--- src/rtl/muldiv_unit_if.sv ---
// Request/result bus between the issue stage and the iterative multiply/divide unit.
interface muldiv_unit_if;
    logic        iStart;
    logic [1:0]  iOp;
    logic [31:0] iRegA;
    logic [31:0] iRegB;
    logic [4:0]  iAddrC;
    logic        oBusy;
    logic        oWrite;
    logic [4:0]  oAddrC;
    logic [31:0] oRegC;

    modport master (output iStart, iOp, iRegA, iRegB, iAddrC,
                    input  oBusy, oWrite, oAddrC, oRegC);
    modport slave  (input  iStart, iOp, iRegA, iRegB, iAddrC,
                    output oBusy, oWrite, oAddrC, oRegC);
endinterface

--- src/rtl/muldiv_unit.sv ---
// Iterative 32-bit unsigned MUL/MULHU (shift-add) and DIVU/REMU (restoring), 32 clocks per op.
// Define MULDIV_DIV_EN to build the divider; otherwise DIVU/REMU complete at once with result 0.
module muldiv_unit (
    input  logic          iClk,
    input  logic          iRst,
    muldiv_unit_if.slave  bus
);
    typedef enum logic [1:0] {IDLE = 2'd0, RUN = 2'd1, DONE = 2'd2} state_t;

    localparam logic [1:0] OP_MUL   = 2'b00;
    localparam logic [1:0] OP_MULHU = 2'b01;
    localparam logic [1:0] OP_DIVU  = 2'b10;
    localparam logic [1:0] OP_REMU  = 2'b11;

    state_t      state_q, state_d;
    logic [5:0]  cnt_q, cnt_d;
    logic [1:0]  op_q, op_d;
    logic [31:0] opnd_q, opnd_d;   // multiplicand for MUL*, divisor for DIV*
    logic [63:0] acc_q, acc_d;     // product, or dividend/quotient in the low half
    logic [4:0]  addr_q, addr_d;
    logic [31:0] regc_q, regc_d;
    logic [4:0]  addrc_q, addrc_d;
    logic        busy_q, busy_d;
    logic        write_q, write_d;
    logic [32:0] mul_sum_s;
    logic [63:0] mul_next_s;
`ifdef MULDIV_DIV_EN
    logic [31:0] rem_q, rem_d;
    logic [32:0] div_part_s;
    logic [32:0] div_diff_s;
    logic        div_ge_s;
    logic [31:0] quo_next_s;
    logic [31:0] rem_next_s;
`endif

    // One datapath iteration for each algorithm, evaluated from the current registers.
    always_comb begin
        mul_sum_s  = {1'b0, acc_q[63:32]} + (acc_q[0] ? {1'b0, opnd_q} : 33'd0);
        mul_next_s = {mul_sum_s, acc_q[31:1]};
`ifdef MULDIV_DIV_EN
        // The remainder stays below the divisor, so bit 32 of the difference is the borrow.
        div_part_s = {rem_q, acc_q[31]};
        div_diff_s = div_part_s - {1'b0, opnd_q};
        div_ge_s   = ~div_diff_s[32];
        quo_next_s = {acc_q[30:0], div_ge_s};
        rem_next_s = div_ge_s ? div_diff_s[31:0] : div_part_s[31:0];
`endif
    end

    // Next-state, operand capture and result selection.
    always_comb begin
        state_d = state_q;
        cnt_d   = cnt_q;
        op_d    = op_q;
        opnd_d  = opnd_q;
        acc_d   = acc_q;
        addr_d  = addr_q;
        regc_d  = regc_q;
        addrc_d = addrc_q;
`ifdef MULDIV_DIV_EN
        rem_d   = rem_q;
`endif
        case (state_q)
            IDLE: begin
                if (bus.iStart) begin
                    op_d   = bus.iOp;
                    addr_d = bus.iAddrC;
                    cnt_d  = 6'd0;
`ifdef MULDIV_DIV_EN
                    rem_d  = 32'h0;
                    if (bus.iOp[1]) begin
                        opnd_d = bus.iRegB;
                        acc_d  = {32'h0, bus.iRegA};
                    end else begin
                        opnd_d = bus.iRegA;
                        acc_d  = {32'h0, bus.iRegB};
                    end
                    state_d = RUN;
`else
                    opnd_d = bus.iRegA;
                    acc_d  = {32'h0, bus.iRegB};
                    if (bus.iOp[1]) begin
                        state_d = DONE;
                        regc_d  = 32'h0;
                        addrc_d = bus.iAddrC;
                    end else begin
                        state_d = RUN;
                    end
`endif
                end else begin
                    state_d = IDLE;
                end
            end
            RUN: begin
                cnt_d = cnt_q + 6'd1;
`ifdef MULDIV_DIV_EN
                if (op_q[1]) begin
                    acc_d = {acc_q[63:32], quo_next_s};
                    rem_d = rem_next_s;
                end else begin
                    acc_d = mul_next_s;
                end
`else
                acc_d = mul_next_s;
`endif
                if (cnt_q == 6'd31) begin
                    state_d = DONE;
                    addrc_d = addr_q;
                    case (op_q)
                        OP_MUL:   regc_d = mul_next_s[31:0];
                        OP_MULHU: regc_d = mul_next_s[63:32];
`ifdef MULDIV_DIV_EN
                        OP_DIVU:  regc_d = quo_next_s;
                        OP_REMU:  regc_d = rem_next_s;
`else
                        OP_DIVU:  regc_d = 32'h0;
                        OP_REMU:  regc_d = 32'h0;
`endif
                        default:  regc_d = 32'h0;
                    endcase
                end else begin
                    state_d = RUN;
                end
            end
            DONE:    state_d = IDLE;
            default: state_d = IDLE;
        endcase
        busy_d  = (state_d != IDLE);
        write_d = (state_d == DONE);
    end

    // State and datapath registers with synchronous reset.
    always_ff @(posedge iClk) begin
        if (iRst) begin
            state_q <= IDLE;
            cnt_q   <= 6'd0;
            op_q    <= 2'b00;
            opnd_q  <= 32'h0;
            acc_q   <= 64'h0;
            addr_q  <= 5'h0;
            regc_q  <= 32'h0;
            addrc_q <= 5'h0;
            busy_q  <= 1'b0;
            write_q <= 1'b0;
`ifdef MULDIV_DIV_EN
            rem_q   <= 32'h0;
`endif
        end else begin
            state_q <= state_d;
            cnt_q   <= cnt_d;
            op_q    <= op_d;
            opnd_q  <= opnd_d;
            acc_q   <= acc_d;
            addr_q  <= addr_d;
            regc_q  <= regc_d;
            addrc_q <= addrc_d;
            busy_q  <= busy_d;
            write_q <= write_d;
`ifdef MULDIV_DIV_EN
            rem_q   <= rem_d;
`endif
        end
    end

    assign bus.oBusy  = busy_q;
    assign bus.oWrite = write_q;
    assign bus.oAddrC = addrc_q;
    assign bus.oRegC  = regc_q;
endmodule

--- src/flat_wrapper.sv ---
// flat-port wrapper written by rule: the top's interface ports become plain ports
module muldiv_unit_flat 
  (iClk, iRst, bus_iStart, bus_iOp, bus_iRegA, bus_iRegB, bus_iAddrC, bus_oBusy, bus_oWrite, bus_oAddrC, bus_oRegC);
  muldiv_unit_if bus_i ();
  input  logic iClk;
  input  logic iRst;
  input wire logic [$bits(bus_i.iStart)-1:0] bus_iStart;
  input wire logic [$bits(bus_i.iOp)-1:0] bus_iOp;
  input wire logic [$bits(bus_i.iRegA)-1:0] bus_iRegA;
  input wire logic [$bits(bus_i.iRegB)-1:0] bus_iRegB;
  input wire logic [$bits(bus_i.iAddrC)-1:0] bus_iAddrC;
  output wire logic [$bits(bus_i.oBusy)-1:0] bus_oBusy;
  output wire logic [$bits(bus_i.oWrite)-1:0] bus_oWrite;
  output wire logic [$bits(bus_i.oAddrC)-1:0] bus_oAddrC;
  output wire logic [$bits(bus_i.oRegC)-1:0] bus_oRegC;
  assign bus_i.iStart = bus_iStart;
  assign bus_i.iOp = bus_iOp;
  assign bus_i.iRegA = bus_iRegA;
  assign bus_i.iRegB = bus_iRegB;
  assign bus_i.iAddrC = bus_iAddrC;
  assign bus_oBusy = bus_i.oBusy;
  assign bus_oWrite = bus_i.oWrite;
  assign bus_oAddrC = bus_i.oAddrC;
  assign bus_oRegC = bus_i.oRegC;
  muldiv_unit u_core (.iClk(iClk), .iRst(iRst), .bus(bus_i));
endmodule
--- config.mk ---
export PLATFORM = sky130hd
export DESIGN_NAME = muldiv_unit_flat
export DESIGN_NICKNAME = d
export VERILOG_FILES = /design/src/rtl/muldiv_unit_if.sv /design/src/rtl/muldiv_unit.sv /design/src/flat_wrapper.sv
export SDC_FILE = /design/constraint.sdc
export NUM_CORES = 1
export LEC_CHECK = 0
export CAP_MARGIN = 10
export CORE_UTILIZATION = 45
export CTS_CLUSTER_DIAMETER = 80
export DETAILED_ROUTE_END_ITERATION = 16
export DONT_BUFFER_PORTS = 1
export GPL_ROUTABILITY_DRIVEN = 0
export SYNTH_ARGS = -nofsm -noshare
export SYNTH_HDL_FRONTEND = slang
export SYNTH_SLANG_ARGS = --single-unit
--- constraint.sdc ---
create_clock -name iClk -period 2.5 [get_ports iClk]
set_input_delay 0.25 -clock iClk [delete_from_list [all_inputs] [get_ports iClk]]
set_output_delay 0.25 -clock iClk [all_outputs]
set_load 0.02 [all_outputs]
# --- Word-level counts from Yosys, hierarchy flattened ---
# Index checks and enable logic that the tools add are counted.
word_totals:
  inputBits: 74
  regBits: 150
  output_inout_bits: 39
classes:
  eq_ne: 9
  n_mux: 18
  add_sub_neg: 2
  reduce_logical: 8
op_table:
  columns: ["cell", "count"]
  rows:
  - ["$mux 32", 4]
  - ["$pmux 64 s2", 1]
  - ["$pmux 32 s3", 1]
  - ["$mux 64", 1]
  - ["$pmux 32 s2", 1]
  - ["$add 32x33->33", 1]
  - ["$mux 5", 3]
  - ["$pmux 6 s2", 1]
  - ["$pmux 5 s2", 1]
  - ["$add 6x1->6 const B", 1]
  - ["$eq 2x2->1 const B", 3]
  - ["$eq 6x5->1 const B", 1]
  - ["$mux 2", 3]
  - ["$mux 6", 1]
  - ["$eq 2x1->1 const B", 2]
  - ["$logic_not 2->1", 2]
  - ["$ne 2x2->1 const B", 2]
  - ["$pmux 2 s2", 1]
  - ["$reduce_and 2->1", 2]
  - ["$reduce_and 4->1", 1]
  - ["$reduce_bool 2->1", 2]
  - ["$ne 2x1->1 const B", 1]
  - ["$reduce_or 2->1", 1]

# --- Logic depth before layout (Yosys ltp) ---
logic_depth:
  ltp_word: 5
  mapped_depth: 12
  mapped_depth_nobuf: 12

# --- Worst setup path before layout ---
# No wires, ideal clock.
synth_path:
  path_type: "flip-flop to flip-flop"
  start: "register u_core.acc_q[0]"
  end: "register u_core.acc_q[51]"
  path_stages_with_launch: 12
  path_buffers: 1
  t_arrival_ns: 2.587
  path_slack_ns: -0.209
  t_required_ns: 2.378
  cell_sequence: "dfxtp_1 clkbuf_1 nand2_1 fa_1 nand2b_1 a211oi_2 o21ai_1 o21ai_1 a41oi_1 o21ai_1 mux2i_1 a221o_1"
synth_via:
  elab_chain_len: 3
synth_rtl:
  columns: ["item", "line_no", "text"]
  rows:
  - ["start, declared", "muldiv_unit.sv:19", "logic [63:0] acc_q, acc_d;"]
  - ["start signal, assigned", "muldiv_unit.sv:139", "acc_q <= 64'h0;"]
  - ["start signal, assigned", "muldiv_unit.sv:153", "acc_q <= acc_d;"]
  - ["$mux 32", "muldiv_unit.sv:38", "mul_sum_s = {1'b0, acc_q[63:32]} + (acc_q[0] ? {1'b0, opnd_q} : 33'd0);"]
  - ["$add 32x33->33", "muldiv_unit.sv:38", null]
  - ["$pmux 64 s2", "muldiv_unit.sv:63", "case (state_q)"]
# No other way between the ends.
# A chain may end at the register's enable or synchronous reset.

# --- Worst setup path after layout ---
layout_path:
  start: "register u_core.acc_q[0]"
  end: "register u_core.regc_q[27], in the netlist u_core.bus.oRegC[27]"
layout_via:
  elab_chain_len: 5
layout_rtl:
  columns: ["item", "line_no", "text"]
  rows:
  - ["$mux 32", "muldiv_unit.sv:38", null]
  - ["$add 32x33->33", "muldiv_unit.sv:38", null]
  - ["$pmux 32 s3", "muldiv_unit.sv:109", "case (op_q)"]
  - ["$mux 32", "muldiv_unit.sv:106", "if (cnt_q == 6'd31) begin"]
  - ["$pmux 32 s2", "muldiv_unit.sv:63", null]
  - ["end signal, assigned", "muldiv_unit.sv:155", "regc_q <= regc_d;"]
  - ["end, declared", "muldiv_unit.sv:21", "logic [31:0] regc_q, regc_d;"]
# No other way between the ends. The select of a mux whose other input is x is not followed.

==> out/summary.txt <==
Top delay family on crit path = simple AND/OR/NAND/NOR gates
Finished Layout Cells = 1,370
Placed Cells = 1,238
die height = 133 microns
Worst Tran Pin Value = 810 ps
H-tree depth = 4
Critical Path Sink Type = flop
Port-buffer cells = 0
crit-path cells = buf_6 -> and2_1 -> ha_2 -> nand3_2 -> or4_4 -> or3_1 -> nand4_1 -> a41oi_2 -> xor2_1 -> o22ai_1
worst skew pair latency = 430 ps
top cells by area, synth = dfxtp_1 39%, a21oi_1 7.4%, nand2_1 6.5%, nor2_1 5.8%, ha_1 5.3%
Core Area = 0.0167 sq mm
commonest non-fill, non-tap cell in the layout = dfxtp_1
drt wl/cell = 18.4 microns
Hold Vio Cnt, Final = 0
CP max FO = 12
Leakage = 4.54 nW
Critical Path RT = 2810 ps
Final setup violation count = 33
fin nets = 1,245
Tcrit/Tclk final = 112%
total track usage = 28.4%
Clock Skew = 8.99 ps
Die ar. = 0.0178 sq mm
Worst VDD drop = 565 uV
clock-pin transition on the worst setup and hold timing paths = 70 ps
Syn Std Cell Area = 0.00776 sq mm
final antenna diode count = 0
status = finished, violations left
Vias = 7,768
share of Yosys cell area claimed by the top area cell type = 38.7%
initial antenna violation count = 0
drt via density = 5.67
FFs w/ async S/R, synth = 0%
Max-Cap Viols = 0
Post-DRT Antenna Nets = 0
min cycle time layout = 2810 ps
WL final = 25,200 microns
row count = 47
CP arrival = 3120 ps
Hold WC Path Type = in2reg
CP peak stage delay = 450 ps
total negative slack = -4430 ps
largest net degree at the start of global routing = 91
Synth area leader = dfxtp_1
CTS Buffer Depth = 2
Slew HR = 45.8%
cells after synthesis = 989
post-route setup slack = -312 ps
first-pass GRT wire length = 39,600 microns
DRC = 0
# fillers = 1,411
Area Growth Syn to Fin = 40.5%
TritonCTS clock tree = done
RSZ-0062 raised after global routing = yes
Cell Pwr Density = 547 mW/mm^2
Yosys cell types = 64
vias in the first global route = 7,543
number of synthesized flops with an enable pin = 0
count of state elements after synthesis = 150
Slowest-stage cell, CP = or4_4
global route overflow = 0
most frequent cells in the layout = 148 x dfxtp_1, 127 x nand2_1, 117 x nor2_1
Max Fclk = 0.356 GHz
Die X = 133 microns
hpwl dp = 16,000 microns
CP bufs+invs = 1
clk root buf = clkbuf_16
register area share after synthesis = 38.7%
Crit Path Class = reg2reg
Pre-antenna DRT Iters = 5
Num Clock Sinks = 150
failing checks = negative setup slack
Yosys warnings = 0
net count after synthesis = 1,097
Final Slew Violations = 0
Starting Density = 46.4%
TritonCTS Buffers = 17
layout cells sized above 1 = 23.3%
num ports = 113
Critical Path Source Type = flop
Avg Synthesized Cell Area = 7.84 sq um
Post-synth top flop = dfxtp_1
drt initial violations = 610
==> state kept, by name, summed over array words and instances, names as in the netlist <==
register           count
u_core.acc_q          64
u_core.addr_q          5
u_core.bus.oAddrC      5
u_core.bus.oBusy       1
u_core.bus.oRegC      32
u_core.bus.oWrite      1
u_core.cnt_q           6
u_core.op_q            2
u_core.opnd_q         32
u_core.state_q         2
==> report_power, final <==
| part | internal [mW] | switching, mW |
|---|---|---|
| combinational | 0.361 | 0.423 |
| clock | 1.42 | 1.17 |
| sequential | 2.50 | 0.0837 |
==> worst register-to-register path: cells and delay by family (launching register included) <==
kind	cells	cell delay (ps)
buffers and inverters	1	140
adder cells (fa/ha/maj)	1	400
flip-flops	1	360
AND/OR/NAND/NOR	5	1280
XOR/XNOR	1	220
AO/OA/AOI/OAI	2	290
==> metal layers <==
layer,wire [microns],GRT usage (%),vias to the layer above
li1,-,-,3763
met1,11400,37.6,3717
met2,11700,45.8,238
met3,1540,5.78,50
met4,644,10.2,0
met5,0,0,-
==> cell type report <==
cell class	instances	area [sq um]	area share, %
Timing Repair Buffer	197	1770	16.2
Multi-Input combinational cell	728	5100	46.8
Clock inverter	15	161	1.48
Clock buffer	17	425	3.90
Tap cell	220	275	2.52
Inverter	43	164	1.50
Sequential cell	150	3010	27.6
==> what timing repair did <==
item | CTS | global route
setup buffers | 4 | 11
hold buffers | 89 | 0
gates resized for setup | 64 | 72
setup endpoints to repair | 45 | 51
pin swaps | 34 | 40
endpoints found under the hold margin | 125 | 0
==> worst paths after layout <==
check                                      from                                end  slack (ps)  cells past startpoint
setup reg to reg   u_core.acc_q[0]$_SDFFE_PP0P_  u_core.bus.oRegC[27]$_SDFFE_PP0P_        -310                     10
hold / removal                             iRst  u_core.bus.oRegC[19]$_SDFFE_PP0P_          70                      2
setup / recovery   u_core.acc_q[0]$_SDFFE_PP0P_  u_core.bus.oRegC[27]$_SDFFE_PP0P_        -310                     10
hold reg to reg   u_core.acc_q[59]$_SDFFE_PP0P_      u_core.acc_q[59]$_SDFFE_PP0P_         470                      2
==> cells in the mapped netlist (3+ instances only) <==
cell       instances
a22oi_1           34
xnor2_1           14
dfxtp_1          150
o21ai_0           27
nor2_1           120
nor3_1            13
a222oi_1           4
o21ai_1            7
nand4_1           11
buf_2              6
clkbuf_1          57
a211oi_1          34
mux2i_1            5
nand2b_1           4
nand2_1          134
a41oi_1            3
inv_1             43
ha_1              33
xor2_1            14
o2bb2ai_1          6
a22o_1            13
nand3_1           19
o22ai_1            6
o21bai_1           3
or3_1              6
nor2b_1            3
o21a_1             3
and2_1            35
buf_4              3
a311oi_1           6
a21oi_1          115
a21o_1            17
==> metrics by stage <==
stage               util (%)  setup slack (ps)  hold WS, ps  area (sq um)  total power, mW
global route            65.3              -411         63.0         10900             6.17
CTS                     62.6              -232         23.0         10400             5.97
finish                  65.3              -312         69.7         10900             5.96
global placement        51.5              -218          330          8600             3.20
floorplan                  -             -22.2          386          7860             3.04
detailed placement      51.5              -321          332          8600             3.21
==> cells by family after synthesis <==
group	after synthesis	share of synthesized area (%)
and+or+nand+nor	358	20.6
AOI/OAI and AO/OA	302	25.5
DFF	150	38.7
buffers and inverters	111	5.61
adders and majority gates	34	5.58
xor gates and xnor gates	28	3.16
muxes	6	0.790
Power figures use the tool's default switching activity.
